<file path="config.mk">
export PLATFORM = sky130hd
export DESIGN_NAME = pc_sequencer
export DESIGN_NICKNAME = d
export VERILOG_FILES = /design/src/rtl/pc_sequencer.sv
export SDC_FILE = /design/constraint.sdc
export NUM_CORES = 1
export LEC_CHECK = 0
export BUFFER_PORTS_ARGS = -buffer_cell sky130_fd_sc_hd__buf_4
export CAP_MARGIN = 20
export CORE_MARGIN = 8
export CORE_UTILIZATION = 38
export CTS_CLUSTER_SIZE = 8
export DETAILED_ROUTE_END_ITERATION = 7
export SETUP_SLACK_MARGIN = 0.4
export SYNTH_ARGS = -nofsm -noshare
export SYNTH_HDL_FRONTEND = slang
export SYNTH_SLANG_ARGS = --single-unit
</file>
<file path="constraint.sdc">
create_clock -name clk -period 9.8 [get_ports clk]
set_clock_uncertainty 0.15 [all_clocks]
set_input_delay 1.47 -clock clk [delete_from_list [all_inputs] [get_ports clk]]
set_output_delay 1.47 -clock clk [all_outputs]
set_load 0.02 [all_outputs]
</file>
<file path="src/rtl/pc_sequencer.sv">
// Program counter with a LIFO return-address stack: sequential, jump, call,
// return and PC-relative branch flows, plus sticky overflow/underflow flags.
module pc_sequencer #(
  parameter int                  PC_WIDTH     = 12,
  parameter int                  OFFSET_WIDTH = 8,
  parameter int                  STACK_DEPTH  = 8,
  parameter logic [PC_WIDTH-1:0] RESET_PC     = '0
) (
  input  logic                                  clk,
  input  logic                                  rst_n,
  input  logic                                  stall,
  input  logic [1:0]                            pc_src,
  input  logic                                  call,
  input  logic [PC_WIDTH-1:0]                   jump_target,
  input  logic [OFFSET_WIDTH-1:0]               branch_offset,
  input  logic                                  clear_flags,
  output logic [PC_WIDTH-1:0]                   pc,
  output logic [PC_WIDTH-1:0]                   stack_top,
  output logic [$clog2(STACK_DEPTH+1)-1:0]      stack_count,
  output logic                                  stack_empty,
  output logic                                  stack_full,
  output logic                                  stack_overflow,
  output logic                                  stack_underflow
);

  localparam int CW = $clog2(STACK_DEPTH + 1);
  localparam int AW = $clog2(STACK_DEPTH);

  typedef enum logic [1:0] {
    SRC_SEQ    = 2'b00,
    SRC_JUMP   = 2'b01,
    SRC_RET    = 2'b10,
    SRC_BRANCH = 2'b11
  } src_e;

  logic [PC_WIDTH-1:0] stack_mem [STACK_DEPTH];
  logic [AW-1:0]       top_idx;
  logic [PC_WIDTH-1:0] top_entry;
  logic [PC_WIDTH-1:0] pc_inc;
  logic [PC_WIDTH-1:0] offset_ext;
  logic [PC_WIDTH-1:0] next_pc;
  logic                do_push;
  logic                do_pop;
  logic                ovf_set;
  logic                udf_set;

  // Storage is read straight from the registered count, so a push is visible
  // as the new top on the very next cycle without any forwarding.
  assign top_idx     = AW'(stack_count - CW'(1));
  assign top_entry   = stack_mem[top_idx];
  assign stack_empty = (stack_count == '0);
  assign stack_full  = (stack_count == CW'(STACK_DEPTH));
  assign stack_top   = stack_empty ? '0 : top_entry;

  assign pc_inc     = pc + PC_WIDTH'(1);
  assign offset_ext = PC_WIDTH'(signed'(branch_offset));

  // NOTE: every always_comb output gets a default first so no path can hold
  // its old value, which would infer a latch.
  always_comb begin
    next_pc = pc_inc;
    do_push = 1'b0;
    do_pop  = 1'b0;
    ovf_set = 1'b0;
    udf_set = 1'b0;
    case (src_e'(pc_src))
      SRC_SEQ: ;
      SRC_JUMP: begin
        next_pc = jump_target;
        if (call) begin
          if (stack_full) ovf_set = 1'b1;
          else            do_push = 1'b1;
        end
      end
      SRC_RET: begin
        if (stack_empty) begin
          udf_set = 1'b1;
        end else begin
          next_pc = top_entry;
          do_pop  = 1'b1;
        end
      end
      SRC_BRANCH: next_pc = pc_inc + offset_ext;
    endcase
  end

  // NOTE: state registers use non-blocking assignments so every flop samples
  // the pre-edge values, regardless of statement order.
  always_ff @(posedge clk) begin
    if (!rst_n) begin
      pc              <= RESET_PC;
      stack_count     <= '0;
      stack_overflow  <= 1'b0;
      stack_underflow <= 1'b0;
    end else begin
      if (!stall) begin
        pc <= next_pc;
        if (do_push)     stack_count <= stack_count + CW'(1);
        else if (do_pop) stack_count <= stack_count - CW'(1);
      end
      // Clearing is honoured even while stalled; a same-cycle set wins.
      stack_overflow  <= (stack_overflow  & ~clear_flags) | (ovf_set & ~stall);
      stack_underflow <= (stack_underflow & ~clear_flags) | (udf_set & ~stall);
    end
  end

  // NOTE: the stack storage is deliberately not reset; entries at or above
  // the count are never visible, so only the count needs clearing.
  always_ff @(posedge clk) begin
    if (rst_n && !stall && do_push) stack_mem[AW'(stack_count)] <= pc_inc;
  end

endmodule

</file>
Word level (Yosys, flattened, before mapping)
Memories as Yosys holds them, arrays and structs flattened.
Cells that the tools add are included.
{"block": "totals", "regBits": 18, "latchBits": 0, "ram_bits": 96, "mem_bits_ro": 0, "in_bits": 27, "output_inout_bits": 32, "wordCells": 44, "mem_count": 1}
{"memory": "stack_mem", "words": 8, "word_bits": 12, "rd": 1, "rd_ports_with_merged_regs": 0, "wr": 1, "line_no": "36", "source": "logic [PC_WIDTH-1:0] stack_mem [STACK_DEPTH];"}
{"block": "classes", "addsub": 4, "multipliers": 0, "div": 0, "order_cmp": 0, "n_eq_ne": 4, "shift": 0, "n_mux": 17, "n_bitwise": 8, "n_reduce_logical": 6}
{"operator": "one-hot mux 12 bit (3 select lines)", "count": 1}
{"operator": "2-to-1 mux 12 bit", "count": 2}
{"operator": "adder 12 x 1 -> 12 bit (second input constant)", "count": 1}
{"operator": "adder 12 bit", "count": 1}
{"operator": "2-to-1 mux 1 bit", "count": 12}
{"operator": "2-to-1 mux 4 bit", "count": 2}
{"operator": "adder 4 x 1 -> 4 bit (second input constant)", "count": 1}
{"operator": "AND 1 bit", "count": 4}
{"operator": "equality test 2 bit (second input constant)", "count": 2}
{"operator": "equality test 4 bit (second input constant)", "count": 1}
{"operator": "logical NOT 4 bit", "count": 1}
{"operator": "subtractor 4 x 1 -> 4 bit (second input constant)", "count": 1}
{"operator": "equality test 2 x 1 -> 1 bit (second input constant)", "count": 1}
{"operator": "logical AND 1 bit", "count": 2}
{"operator": "inverter 1 bit", "count": 2}
{"operator": "bitwise OR 1 bit", "count": 2}
{"operator": "AND reduction 2 bit", "count": 1}
{"operator": "nonzero test 2 bit", "count": 1}
{"operator": "logical NOT 1 bit", "count": 1}

Logic depth before layout (Yosys ltp)
{"block": "logic_depth", "depth_word": 7, "mapped_depth": 12, "depth_no_buf": 12}

Least setup slack after synthesis
Ideal clock, no wire load.
{"block": "synth_timing", "kind": "register to output", "start": "reg stack_count[0]", "end": "out stack_top[4]", "t_arrival_ps": 2666, "path_slack_ps": 5514, "stages_incl_launch_ff": 10, "n_path_buf": 3, "cell_sequence": "dfxtp_1 buf_2 buf_2 inv_1 ha_1 xor2_2 buf_6 mux4_2 mux2i_1 nor2_1"}
{"block": "synth_via", "elab_chain_len": 3}
{"item": "from (decl)", "line_no": "19", "source": "output logic [$clog2(STACK_DEPTH+1)-1:0] stack_count,"}
{"item": "from (signal assigned)", "line_no": "98", "source": "if (do_push) stack_count <= stack_count + CW'(1);"}
{"item": "from (signal assigned)", "line_no": "99", "source": "else if (do_pop) stack_count <= stack_count - CW'(1);"}
{"item": "subtractor 4 x 1 -> 4 bit"}
{"item": "memory read (8 x 12 bit)"}
{"item": "2-to-1 mux 12 bit (*)", "line_no": "53", "source": "assign stack_top = stack_empty ? '0 : top_entry;"}
{"item": "to (decl)", "line_no": "18", "source": "output logic [PC_WIDTH-1:0] stack_top,"}
Every way passes the cells marked *; elsewhere a longest branch is shown, timed or not.

Final worst setup path
{"block": "layout_timing", "start": "reg stack_count[0]", "end": "out stack_top[11]"}
The elaborated chain is that of the path after synthesis.

==> impl_metrics.py <==
metrics = {
    "run_status": {
        "status": "finished clean",
    },
    "placed_design": {
        "place_area_um2": 6340,
        "dp_slack_ns": 5.30,
        "dpl.hpwl_um": 10400,
        "gp_congestion": 0.922,
        "io_buffers": 58,
    },
    "global_routing": {
        "grt_pass1_wl_um": 23500,
        "met2_usage_pct": 24.8,
        "grt_use_total_pct": 15.9,
        "grt.busiest_layer": "met2",
        "antenna_found_initial": 0,
        "grt_max_degree": 29,
        "grt_util_met3_pct": 3.80,
        "grt_use_met1_pct": 20.7,
        "grt_pass1_vias": 4023,
        "grt_remaining_overflow": 0,
    },
    "pwr": {
        "vdd.ir_drop.worst_mv": 0.126,
        "leakage_uw": 0.00266,
        "p_per_area_nw_per_um2": 208,
    },
    "sta": {
        "worst_hold_slack_ns": 0.421,
        "final-setup-viol-count": 0,
        "maxSlewViolCount": 0,
        "rsz0062_at_grt": "no",
        "fmax_ghz": 0.203,
        "maxSlewHeadroom_pct": 22.6,
        "final-hold-violation-count": 0,
        "setup-tns-final_ns": 0,
        "worstMarginPinSlew_ns": 1.15,
        "fin_crit_ns": 4.93,
        "layout_setup_ws_ns": 4.87,
        "fin_crit_sh_pct": 50.3,
    },
    "route": {
        "postRouteAntennaNets": 0,
        "route.detailed.drc": 0,
        "detailroute.via_count": 3958,
        "vias_per_cell": 5.73,
        "routedWlPerCell_um": 22.3,
        "drtIter0Drc": 375,
        "drt_wl_total_um": 15400,
        "first_pass_iters": 5,
    },
    "synthesis": {
        "synth_nets": 472,
        "syn_avg_cell_area_um2": 13.3,
        "synth.distinct_cells": 56,
        "ys_seq_elements": 114,
        "synthFlopType": "edfxtp_1",
        "syn_area_um2": 5670,
        "ys_async_sr_fraction_pct": 0,
        "synth_edf_count": 96,
        "yosysSeqAreaShare_pct": 57.2,
        "synth_cells": 427,
        "yosysWarnings": 0,
    },
    "clocking": {
        "post_cts_resize_count": 0,
        "clk_latency_ns": 0.41,
        "cts_setup_buffers": 0,
        "clock_sinks": 114,
        "cts_buffers": 17,
        "cts.clk_slew.worst_paths_ns": 0.05,
        "hold_buffers": 0,
        "cts_tree": "yes",
        "ctsHtreeMaxLevel": 4,
        "root_buffer": "clkbuf_16",
        "clockBufferDepth": 2,
    },
    "floorplanning": {
        "coreArea_um2": 14500,
        "start_util_pct": 39.0,
        "ios": 59,
        "dieHeight_um": 138,
        "dieArea_um2": 19100,
        "rows": 44,
        "die_w_um": 138,
    },
    "critical_path": {
        "crit_fanout": 26,
        "critPathLaunchType": "flip-flop",
        "critical_path_required_ns": 8.18,
        "cp.arrival_ns": 3.31,
        "crit_type": "flip-flop to output pin",
        "end_kind": "output pin",
    },
    "layout": {
        "antenna_cells": 0,
        "stdcell_area_um2": 6960,
        "final_nets": 540,
        "drive_gt1_share_pct": 26.0,
        "area_growth_pct": 22.9,
    },
    "run": {
        "cap_viol_max_count": 0,
    },
    "min_path": {
        "holdCritPathClass": "flip-flop to flip-flop",
    },
}
-- critical path, stage by stage, from the launching register on --
cell and delay (ns):
dfxtp_1 0.30, buf_4 0.39, inv_1 0.18, ha_1 0.32, or3b_1 0.54, inv_2 0.37, nor2_1 0.34, a22o_1 0.28
buf_4 0.17
-- flip-flops by register name (all words and copies together) (netlist names) --
name and cells:
stack_overflow 1, pc 12, stack_mem 96, stack_count 4, stack_underflow 1
-- cell usage after synthesis, drive strengths merged (10+ instances only) --
cell	n	area, µm²
a21oi	20	100
buf	12	72.6
clkbuf	11	41.3
dfxtp	18	360
edfxtp	96	2880
ha	17	213
inv	13	48.8
mux2i	14	140
mux4	24	541
nand2	27	101
nand3	12	60.1
nor2	33	124
nor3	10	50.1
o21ai	17	85.1
xnor2	11	96.3
xor2	13	121
-- kinds of logic after synthesis --
kind of cell / synth area share [%]
AND/OR/NAND/NOR: 10.0
multiplexers: 12.2
adder cells (fa/ha/maj): 4.11
AO/OA/AOI/OAI: 9.74
flip-flops: 57.2
buffers and inverters: 2.87
XOR/XNOR: 3.84
-- through the flow --
step / power [µW] / utilization, % / cells
2_1_floorplan: 716 / - / 427
3_3_place_gp: 796 / 43.5 / 659
3_5_place_dp: 801 / 43.6 / 660
4_1_cts: 1460 / 47.9 / 691
5_1_grt: 1500 / 47.9 / 691
6_report: 1450 / 47.9 / 691
-- cell type report --
type	count	area (µm²)
fill	1303	7570
multi-input combinational	277	2270
clock buffer	19	433
sequential	114	3240
inverter	13	48.8
clock inverter	12	189
timing repair buffer	72	548
tap	184	230
-- metal layers --
metal,wire (µm),share of wire [%]
met5,0,0
met2,7280,47
met3,1060,6.9
met4,233,1.5
met1,6810,44
-- report_power, final --
part	switching, µW	internal, µW	total, µW
sequential	11.0	540	551
combinational	146	96.5	243
clock	211	446	657
total	368	1080	1450
-- placed cells by master (no fill, tap or decap), types with 3 or more instances in the layout --
| master | Yosys | final |
|---|---|---|
| a21o_1 | 5 | 5 |
| a21oi_1 | 20 | 20 |
| a22o_1 | 4 | 4 |
| a31oi_1 | 4 | 4 |
| and2_1 | 5 | 5 |
| and3_1 | 3 | 3 |
| buf_4 | 1 | 71 |
| bufinv_16 | 0 | 5 |
| clkbuf_16 | 0 | 17 |
| clkinv_2 | 0 | 3 |
| dfxtp_1 | 18 | 18 |
| edfxtp_1 | 96 | 96 |
| ha_1 | 17 | 17 |
| inv_1 | 12 | 12 |
| mux2i_1 | 14 | 14 |
| mux4_2 | 24 | 24 |
| nand2_1 | 27 | 27 |
| nand2b_1 | 3 | 3 |
| nand3_1 | 12 | 12 |
| nand3b_1 | 4 | 4 |
| nand4_1 | 6 | 6 |
| nor2_1 | 33 | 33 |
| nor2b_1 | 3 | 3 |
| nor3_1 | 10 | 8 |
| o21ai_0 | 16 | 16 |
| o221ai_1 | 3 | 3 |
| o22ai_1 | 4 | 4 |
| o31ai_1 | 5 | 5 |
| or3_1 | 3 | 3 |
| xnor2_1 | 11 | 11 |
| xor2_1 | 12 | 12 |
-- path summary, 6_finish.rpt --
| path | cells after the start | slack, ns | end | from |
|---|---|---|---|---|
| max | 8 | 4.87 | stack_top[11] | stack_count[0] |
| min | 2 | 0.42 | pc[6] | pc[6] |
| max reg2reg | 10 | 6.20 | pc[11] | pc[5] |
| min reg2reg | 2 | 0.42 | pc[6] | pc[6] |
Power figures use the tool's default switching activity.
